`src/rtl/bpc_out_sched.sv`:
```
// rtl/bpc_out_sched.sv - block-granular scheduler from BPC code-buffer lanes to one 64-bit write port
//
// Grants one lane at a time for a whole compressed block, throttles it through
// lane_ready, drains its code words through a 4-deep skid FIFO to sequential
// word addresses, then issues one descriptor for the block. Round-robin
// arbitration happens only at block boundaries.
//
// Ports:
//   clk, rst_n       clock, asynchronous active-low reset
//   lane_req         per-lane block pending (level, sampled only in IDLE)
//   lane_data        per-lane 64-bit code word, lane i at [64i+63:64i]
//   lane_dvalid      per-lane code word valid
//   lane_svalid      per-lane block size valid, marks end of block
//   lane_size        per-lane 11-bit block bit size, lane i at [11i+10:11i]
//   lane_ready       per-lane ready; only the granted lane is ever high
//   mem_wvalid/mem_waddr/mem_wdata/mem_wready   memory write port
//   desc_valid/desc_lane/desc_addr/desc_size/desc_nwords/desc_ready   descriptor
//   err              sticky protocol error
module bpc_out_sched #(
  parameter int NLANES = 4,
  parameter int ADDR_W = 16
) (
  input  logic                   clk,
  input  logic                   rst_n,
  input  logic [NLANES-1:0]      lane_req,
  input  logic [64*NLANES-1:0]   lane_data,
  input  logic [NLANES-1:0]      lane_dvalid,
  input  logic [NLANES-1:0]      lane_svalid,
  input  logic [11*NLANES-1:0]   lane_size,
  output logic [NLANES-1:0]      lane_ready,
  output logic                   mem_wvalid,
  output logic [ADDR_W-1:0]      mem_waddr,
  output logic [63:0]            mem_wdata,
  input  logic                   mem_wready,
  output logic                   desc_valid,
  output logic [2:0]             desc_lane,
  output logic [ADDR_W-1:0]      desc_addr,
  output logic [10:0]            desc_size,
  output logic [3:0]             desc_nwords,
  input  logic                   desc_ready,
  output logic                   err
);

  typedef enum logic [1:0] {
    IDLE   = 2'd0,
    ACTIVE = 2'd1,
    DRAIN  = 2'd2,
    DESC   = 2'd3
  } state_t;

  state_t state, state_nxt;

  logic [2:0]        grant;
  logic [2:0]        last_grant;
  logic [ADDR_W-1:0] wr_ptr;
  logic [ADDR_W-1:0] base;
  logic [3:0]        nwords;
  logic [3:0]        npushed;
  logic [10:0]       size_q;

  logic [63:0]       fifo_mem [4];
  logic [1:0]        fifo_wr;
  logic [1:0]        fifo_rd;
  logic [2:0]        fifo_count;

  // Round-robin search starting just after the last granted lane.
  logic       arb_found;
  logic [2:0] arb_pick;

  always_comb begin
    arb_found = 1'b0;
    arb_pick  = 3'd0;
    for (int k = 1; k <= NLANES; k++) begin
      for (int i = 0; i < NLANES; i++) begin
        if (!arb_found && (i == ((int'(last_grant) + k) % NLANES)) && lane_req[i]) begin
          arb_found = 1'b1;
          arb_pick  = 3'(i);
        end
      end
    end
  end

  // Signals of the currently granted lane.
  logic [NLANES-1:0] grant_oh;
  logic [63:0]       g_data;
  logic              g_dvalid;
  logic              g_svalid;
  logic [10:0]       g_size;

  always_comb begin
    grant_oh = '0;
    g_data   = '0;
    g_dvalid = 1'b0;
    g_svalid = 1'b0;
    g_size   = '0;
    for (int i = 0; i < NLANES; i++) begin
      if (grant == 3'(i)) begin
        grant_oh[i] = 1'b1;
        g_data      = lane_data[64*i +: 64];
        g_dvalid    = lane_dvalid[i];
        g_svalid    = lane_svalid[i];
        g_size      = lane_size[11*i +: 11];
      end
    end
  end

  logic              active;
  logic [NLANES-1:0] take_mask;
  logic              stray;
  logic              push_req;
  logic              push;
  logic              pop;
  logic              err_set;

  assign active    = (state == ACTIVE);
  // Only the granted lane in ACTIVE may present words or sizes; anything else is a protocol error.
  assign take_mask = active ? grant_oh : '0;
  assign stray     = |((lane_dvalid | lane_svalid) & ~take_mask);

  assign mem_wvalid = (fifo_count != 3'd0);
  assign mem_waddr  = wr_ptr;
  assign mem_wdata  = fifo_mem[fifo_rd];
  assign pop        = mem_wvalid & mem_wready;

  // A full FIFO can still take a word when the head leaves in the same cycle.
  assign push_req = active & g_dvalid;
  assign push     = push_req & (npushed != 4'd8) & ((fifo_count != 3'd4) | pop);
  assign err_set  = stray | (push_req & ~push);

  assign desc_lane   = grant;
  assign desc_addr   = base;
  assign desc_size   = size_q;
  assign desc_nwords = nwords;

  always_ff @(posedge clk or negedge rst_n) begin
    if (!rst_n) begin
      state <= IDLE;
    end else begin
      state <= state_nxt;
    end
  end

  always_comb begin
    state_nxt  = state;
    lane_ready = '0;
    desc_valid = 1'b0;
    case (state)
      IDLE: begin
        if (arb_found) begin
          state_nxt = ACTIVE;
        end
      end
      ACTIVE: begin
        // Two words can still be in flight from the registered code buffer
        // after ready falls, so ready only while at most one word is queued.
        if (fifo_count <= 3'd1) begin
          lane_ready = grant_oh;
        end
        if (g_svalid) begin
          state_nxt = DRAIN;
        end
      end
      DRAIN: begin
        if (fifo_count == 3'd0) begin
          state_nxt = DESC;
        end
      end
      DESC: begin
        desc_valid = 1'b1;
        if (desc_ready) begin
          state_nxt = IDLE;
        end
      end
      default: begin
        state_nxt = IDLE;
      end
    endcase
  end

  always_ff @(posedge clk or negedge rst_n) begin
    if (!rst_n) begin
      grant      <= 3'd0;
      last_grant <= 3'(NLANES - 1);
      wr_ptr     <= '0;
      base       <= '0;
      nwords     <= 4'd0;
      npushed    <= 4'd0;
      size_q     <= 11'd0;
      fifo_wr    <= 2'd0;
      fifo_rd    <= 2'd0;
      fifo_count <= 3'd0;
      err        <= 1'b0;
      for (int i = 0; i < 4; i++) begin
        fifo_mem[i] <= 64'd0;
      end
    end else begin
      if ((state == IDLE) && arb_found) begin
        grant   <= arb_pick;
        base    <= wr_ptr;
        nwords  <= 4'd0;
        npushed <= 4'd0;
      end

      if (active && g_svalid) begin
        size_q <= g_size;
      end

      if (push) begin
        fifo_mem[fifo_wr] <= g_data;
        fifo_wr           <= fifo_wr + 2'd1;
        npushed           <= npushed + 4'd1;
      end

      if (pop) begin
        fifo_rd <= fifo_rd + 2'd1;
        wr_ptr  <= wr_ptr + ADDR_W'(1);
        nwords  <= nwords + 4'd1;
      end

      case ({push, pop})
        2'b10:   fifo_count <= fifo_count + 3'd1;
        2'b01:   fifo_count <= fifo_count - 3'd1;
        default: fifo_count <= fifo_count;
      endcase

      if ((state == DESC) && desc_ready) begin
        last_grant <= grant;
      end

      if (err_set) begin
        err <= 1'b1;
      end
    end
  end

endmodule

```
`config.mk`:
```
export PLATFORM = sky130hd
export DESIGN_NAME = bpc_out_sched
export DESIGN_NICKNAME = d
export VERILOG_FILES = /design/src/rtl/bpc_out_sched.sv
export SDC_FILE = /design/constraint.sdc
export NUM_CORES = 1
export LEC_CHECK = 0
export BUFFER_PORTS_ARGS = -buffer_cell sky130_fd_sc_hd__buf_2
export CAP_MARGIN = 20
export CORE_ASPECT_RATIO = 1.4
export CORE_MARGIN = 5
export CORE_UTILIZATION = 40
export DETAILED_ROUTE_END_ITERATION = 8
export GPL_ROUTABILITY_DRIVEN = 0
export PLACE_DENSITY_LB_ADDON = 0.2
export RECOVER_POWER = 100
export SYNTH_ARGS = -nofsm -noshare
export SYNTH_HDL_FRONTEND = slang
export SYNTH_SLANG_ARGS = --single-unit
export TNS_END_PERCENT = 100
```
`constraint.sdc`:
```
create_clock -name clk -period 7.1 [get_ports clk]
set_clock_uncertainty 0.2 [all_clocks]
set_input_delay 0.355 -clock clk [delete_from_list [all_inputs] [get_ports clk]]
set_output_delay 0.355 -clock clk [all_outputs]
set_load 0.05 [all_outputs]
```
==> results.toml, run 1 <==
[min_path]
hold_class = "in2reg"

[route]
first_pass_iters = 4
vias_per_cell = 5.18
ant_nets = 0
routed_wl_um = 42100
drc = 0
first_iter_violations = 390
vias = 10300
wire_per_inst_um = 21.2

[setup_path]
critPathCaptureType = "output pin"
worstPathMaxFanout = 65
crit_path_start_kind = "flop"
critPathArrivalTime_ns = 4.42
crit_type = "reg2out"
cp.required_ns = 6.55

[finish]
stdcell_count = 1987
diodes = 0
area_growth_pct = 14.6
fin_nets = 1746
nFillCells = 3952
regArea_um2 = 8040
finish.utilization_pct = 46.4
drive_gt1_share_pct = 39.7
multi_input_area_um2 = 7480

[sta]
maxSlewViolCount = 317
tightest_slew_ns = 3.54
period_share_pct = 70.1
finalSetupTns_ns = 0
slew_headroom_pct = -136
clock.fmax_ghz = 0.201
grt_setup_unrepaired = "false"
min_period_ns = 4.98
hold_viol_final = 0
setup_viol = 0

[synthesis]
syn_area_um2 = 17200
synth-async-reset-ratio_pct = 100
yosys_warnings = 0
synth_cells = 984
yosysUniqueCellTypes = 49
synth-seq-area-share_pct = 46.8
synth_edf_count = 0
ys.flop_type = "dfrtp_1"
syn_area_per_cell_um2 = 17.4
syn-num-nets = 1316
synth-seq-cells = 321

[power_and_ir_drop]
power.density_nw_per_um2 = 511
leakage_uw = 0.00883
total_power_uw = 10000
vdd_drop_max_mv = 0.299

[status]
status = "complete, but fails checks"
violations = "capacitance limit, slew limit"

[clocking]
path_clk_slew_ns = 0.06
htree_levels = 2
clock_path_buffers = 3
cts-root-buf = "clkbuf_16"
postCtsSetupBuffers = 0
clkLatencyLatePin_ns = 0.52
clock-sinks = 321
cts_tree = "done"
numCtsBuffers = 36

[global_route]
track_usage_pct = 17.8
antenna_found_initial = 2
first_global_vias = 11700
grt_pass1_wl_um = 66100
gr-total-overflow = 0
grt_start_max_net_pins = 80

[floorplanning]
die_w_um = 185
rows = 89
core_um2 = 42300
initial_core_util_pct = 40.5
ios = 437
dieArea_um2 = 47200
die_h_um = 255

[job]
cap_violations = 6

[place]
dp_hpwl_um = 29300
place_inst = 1913
io_buffers = 435
[cell type report]
class	count	share of cell area, %
clock buffers	55	5.26
well taps	546	3.48
inverters	17	0.325
flip-flops and latches	321	40.9
multi-input cells	578	38.0
clock inverters	10	0.675
repair buffers	460	11.3
[cell usage in the layout, fill, tap and decap left out, types with 3 or more instances in the layout]
master and count:
nand2b_1 7, clkbuf_8 4, dfrtp_1 317, ha_1 16, nor2_1 10, nor3b_1 4, mux2i_1 9, dlygate4sd3_1 8
nor4_1 3, clkinv_2 5, clkbuf_1 140, nand4_1 5, inv_1 16, mux2_4 10, mux2_2 38, nor3_1 6
bufinv_16 3, mux2_1 236, nand3_1 10, a21oi_1 3, mux4_2 140, xor2_1 10, o21ai_0 7, buf_2 314
buf_4 11, nand2_1 25, xnor2_1 13, clkbuf_16 37
[synthesized netlist by cell type (2+ instances only)]
| library cell | number | area (um2) |
|---|---|---|
| dfrtp_1 | 319 | 7980 |
| mux2_4 | 240 | 3600 |
| mux4_2 | 140 | 3150 |
| mux2_2 | 38 | 428 |
| nand2_1 | 25 | 93.8 |
| buf_12 | 24 | 480 |
| buf_2 | 17 | 85.1 |
| ha_1 | 16 | 200 |
| inv_1 | 16 | 60.1 |
| clkbuf_1 | 13 | 48.8 |
| xnor2_1 | 13 | 114 |
| nand3_1 | 10 | 50.1 |
| nor2_1 | 10 | 37.5 |
| xor2_1 | 10 | 87.6 |
| mux2i_1 | 9 | 90.1 |
| buf_1 | 7 | 26.3 |
| nand2b_1 | 7 | 43.8 |
| o21ai_0 | 7 | 35.0 |
| mux2_1 | 6 | 67.6 |
| nor3_1 | 6 | 30.0 |
| nand4_1 | 5 | 31.3 |
| buf_6 | 4 | 45.0 |
| nor3b_2 | 4 | 50.1 |
| a21oi_1 | 3 | 15.0 |
| buf_4 | 3 | 22.5 |
| nor4_1 | 3 | 18.8 |
| a31oi_1 | 2 | 12.5 |
| and3_1 | 2 | 12.5 |
| dfstp_2 | 2 | 52.6 |
| nor3b_1 | 2 | 15.0 |
| o31ai_1 | 2 | 15.0 |
| or2_1 | 2 | 12.5 |
[final timing paths]
kind	startpoint	to	cells after the start	slack (ns)
setup / recovery	fifo_rd[1]	mem_wdata[3]	2	2.12
hold / removal	lane_size[1]	desc_size[1]	3	0.08
setup reg to reg	desc_lane[0]	fifo_mem[241]	5	2.47
hold reg to reg	fifo_mem[61]	fifo_mem[61]	1	0.28
max in group asynchronous	rst_n	fifo_mem[103]	3	2.64
min in group asynchronous	rst_n	desc_size[0]	2	0.20
[critical path, stage by stage, from the launching register on]
cell,delay [ns]
dfrtp_1,2.63
mux4_2,0.66
clkbuf_1,0.58
[power by group]
part	total [uW]	leakage (uW)	internal [uW]	switching, uW
logic	4900	0.00427	1880	3010
clock network	1860	0.000572	1120	742
registers	3280	0.00399	2650	637
total	10000	0.00883	5640	4390
[sequential cells by signal, summed over array words and instances (netlist names)]
name         flops
state            2
mem_waddr       16
desc_lane        2
desc_size       11
last_grant       2
fifo_wr          2
desc_addr       16
desc_nwords      4
npushed          4
fifo_mem       256
fifo_count       3
err              1
fifo_rd          2
[metrics by stage]
| step | hold slack [ns] | cell area [um2] | setup slack (ns) |
|---|---|---|---|
| floorplan | -0.141 | 17200 | 3.43 |
| global placement | 0.179 | 19500 | 3.23 |
| detailed placement | 0.183 | 19500 | 3.13 |
| CTS | 0.0579 | 20700 | 3.13 |
| global route | 0.0800 | 19700 | 1.70 |
| finish | 0.0801 | 19700 | 2.12 |
[logic make-up (layout without fill, tap and decap cells)]
family	after synthesis	in the layout	share of synthesized area, %
multiplexers	433	433	42.8
flip-flops	321	321	46.8
buffers and inverters	85	542	4.50
AND/OR/NAND/NOR	80	80	2.47
AO/OA/AOI/OAI	25	25	1.01
XOR/XNOR	23	23	1.17
adder cells (fa/ha/maj)	16	16	1.17
other	1	1	0.0219
[per-layer routing]
layer  global-route usage, %  part of all wire (%)  up-vias
met5                       0                 0.057        -
met4                    4.28                   2.1        4
met3                    4.09                   5.9       54
met2                    30.8                    52      267
met1                    22.8                    40     5364
li1                        -                     -     4608
[timing repair]
action                                 4_1_cts  5_1_grt
endpoints found under the hold margin       78        0
hold buffers                                 8        0
gates resized for setup                      0        0
No activity file was read; power rests on OpenSTA's default activity.
==> inputs of run 2 (changes only) <==
--- a/config.mk
+++ b/config.mk
@@ -5,6 +5,7 @@
 export SDC_FILE = /design/constraint.sdc
 export NUM_CORES = 1
 export LEC_CHECK = 0
+export ABC_AREA = 1
 export BUFFER_PORTS_ARGS = -buffer_cell sky130_fd_sc_hd__buf_2
 export CAP_MARGIN = 20
 export CORE_ASPECT_RATIO = 1.4
==> constraint.sdc (replaced) <==
create_clock -name clk -period 5.1 [get_ports clk]
set_clock_uncertainty 0.2 [all_clocks]
set_input_delay 0.255 -clock clk [delete_from_list [all_inputs] [get_ports clk]]
set_output_delay 0.255 -clock clk [all_outputs]
set_load 0.05 [all_outputs]
==> results.toml, run 2 <==
[setup_path]
crit_chain = "nand2_2 -> inv_2 -> nand3_1 -> o21ai_0 -> nand2_2 -> nor2_8 -> buf_12 -> mux2_2"
slowest_delay_ns = 1.26
worstPathMaxFanout = 35
worst_path_most_repeated_cell = "nand2_2"
cp_top_family = "flip-flops"
setup.worst_path.end = "fifo_mem[54]"
reg2reg_slack_ns = 0.89
reg2reg_depth = 8
rr_endpoint = "fifo_mem[54]"
cp_slowest_cell = "dfrtp_1"
crit_path_start_kind = "flop"
cp_num_cells = 8
crit_type = "reg2reg"
cp.required_ns = 5.29
path_buf_inv = 2
cp-startpoint = "desc_lane[0]"
reg2reg_from = "desc_lane[0]"
critPathArrivalTime_ns = 4.40
critPathCaptureType = "flop"

[sta]
setup_viol = 0
fin_ws_ns = 0.893
clock.fmax_ghz = 0.238
slew_headroom_pct = -102
hold_viol_final = 0
finalSetupTns_ns = 0
maxSlewViolCount = 52
grt_setup_unrepaired = "false"
min_period_ns = 4.21
period_share_pct = 82.5
tightest_slew_ns = 3.04

[floorplanning]
ios = 437
core_um2 = 41000
rows = 88
initial_core_util_pct = 40.1
die_w_um = 181
die_h_um = 250
dieArea_um2 = 45300

[finish]
layout_commonest_cell = "buf_2"
fin_nets = 2475
area_growth_pct = 26.1
top_register = "fifo_mem"
final_cell_mix = "buf_2 (338), dfrtp_1 (317), nand2_1 (265)"
largest_reg_flops = 256
drive_gt1_share_pct = 30.2

[synthesis]
yosysUniqueCellTypes = 39
synthAdderAreaFrac_pct = 1.22
synth_top_family_by_area = "multiplexers"
synth_compound_area_share_pct = 10.2
synth_area_leader_cell = "dfrtp_1"
synth-seq-cells = 321
yosys_warnings = 0
synth-xor-area-share_pct = 1.23
syn_area_um2 = 16400
synthMuxAreaShare_pct = 17.5
ys.flop_type = "dfrtp_1"
syn_area_per_cell_um2 = 9.75
synth.most_common_cell = "dfrtp_1"
synth-async-reset-ratio_pct = 100
synth_top_area_share_pct = 48.6
syn-num-nets = 2018
synth_cells = 1686
synth-seq-area-share_pct = 48.9
synthTopCellsByCount = "dfrtp_1 (319), nand2_1 (264), mux2_2 (221)"
yosys.area_share.simple_pct = 16.0
yosys-top-cells-area = "dfrtp_1 (49%), mux2_2 (15%), nand2_1 (6.0%)"
synth_edf_count = 0

[global_route]
top_usage_layer = "met2"
gr-total-overflow = 0
gr-usage-met3_pct = 4.65
antenna_found_initial = 2
first_global_vias = 15500
grt_pass1_wl_um = 81000
use_met2_pct = 38.7
track_usage_pct = 21.7
grt_start_max_net_pins = 142
met1_usage_pct = 26.0

[place]
pre_cts_ws_ns = 1.38
dp_hpwl_um = 32500
io_buffers = 435

[clocking]
cts-root-buf = "clkbuf_16"
cts_resized = 0
path_clk_slew_ns = 0.06
clock-sinks = 321
postCtsSetupBuffers = 0
htree_levels = 2
cts_tree = "done"
numCtsBuffers = 35
clock_path_buffers = 3
clkLatencyLatePin_ns = 0.51

[power_and_ir_drop]
power.density_nw_per_um2 = 732
vdd_drop_max_mv = 0.445
leakage_uw = 0.00962

[route]
first_pass_iters = 7
drc = 0
vias_per_cell = 5.33
routed_wl_um = 50300
first_iter_violations = 668
vias = 14400
wire_per_inst_um = 18.6
ant_nets = 0

[status]
violations = "capacitance limit, slew limit"
status = "complete, but fails checks"

[min_path]
hold_path_depth = 4
hold_class = "in2reg"

[job]
cap_violations = 1
-- run 2: cell types whose count changed after synthesis, sizes merged, moves of 32 or more --
cell / before / now
a21oi: 3 / 35
o21ai: 8 / 156
nand2: 25 / 267
mux4: 140 / 0
inv: 16 / 56
nor2: 10 / 191
nand4: 5 / 51
nand3: 10 / 81
o22ai: 1 / 69
clkbuf: 13 / 74
-- run 2: tightest hold or removal path, cell delays in order --
cell and delay, ns:
buf_2 0.08, nand2_1 0.04, nand4_1 0.16, mux2_1 0.15
-- run 2: final cells by class --
cell class                 count  area, um2
multi-input combinational   1191       7550
tap                          540        676
timing repair buffer         536       3060
antenna                        2       5.00
clock inverter                 9        104
clock buffer                  53       1090
inverter                      58        218
fill                        3893      20200
sequential                   321       8040
-- run 2: power breakdown --
part,internal (uW),leakage [uW],switching (uW)
logic,2570,0.00505,5560
clock network,1570,0.000583,1030
registers,3700,0.00399,732
total,7850,0.00962,7320
-- run 2: metrics by stage --
step | std cells | cell area [um2] | hold WS (ns) | total power (uW) | utilization (%)
2_1_floorplan | 1686 | 16400 | -0.241 | 10300 | -
3_5_place_dp | 2565 | 18900 | -0.00297 | 12600 | 46.2
3_3_place_gp | 2565 | 18900 | -0.00760 | 12400 | 46.2
5_1_grt | 2710 | 20700 | 0.0246 | 16200 | 50.6
4_1_cts | 2708 | 20900 | 0.0000337 | 15500 | 51.1
6_report | 2710 | 20700 | 0.0224 | 15200 | 50.6
-- run 2: repair_timing --
item	in CTS	in global routing
hold buffers	81	0
endpoints found under the setup margin	0	0
hold endpoints to repair	174	0
-- run 2: cell families (layout without fill, tap and decap cells) --
| group | count (synthesis) | in the layout |
|---|---|---|
| AOI/OAI and AO/OA | 293 | 293 |
| xor gates and xnor gates | 23 | 23 |
| adders and majority gates | 16 | 16 |
| buffers and inverters | 174 | 656 |
| DFF | 321 | 321 |
| muxes | 256 | 256 |
| other | 1 | 3 |
| and+or+nand+nor | 602 | 602 |
-- run 2: worst min-delay path by stage --
stage	from	to	slack, ns
6_report	lane_data[198]	fifo_mem[198]	0.02
3_3_place_gp	rst_n	mem_waddr[14]	-0.008
4_1_cts	lane_data[187]	fifo_mem[59]	0.00003
2_1_floorplan	rst_n	desc_addr[0]	-0.24
3_5_place_dp	rst_n	mem_waddr[14]	-0.003
5_1_grt	lane_data[242]	fifo_mem[114]	0.02
-- run 2: per-layer routing --
metal	up-vias	share of wire, %
met3	110	6.3
li1	6764	-
met4	0	3.2
met5	-	0
met2	463	50
met1	7097	40
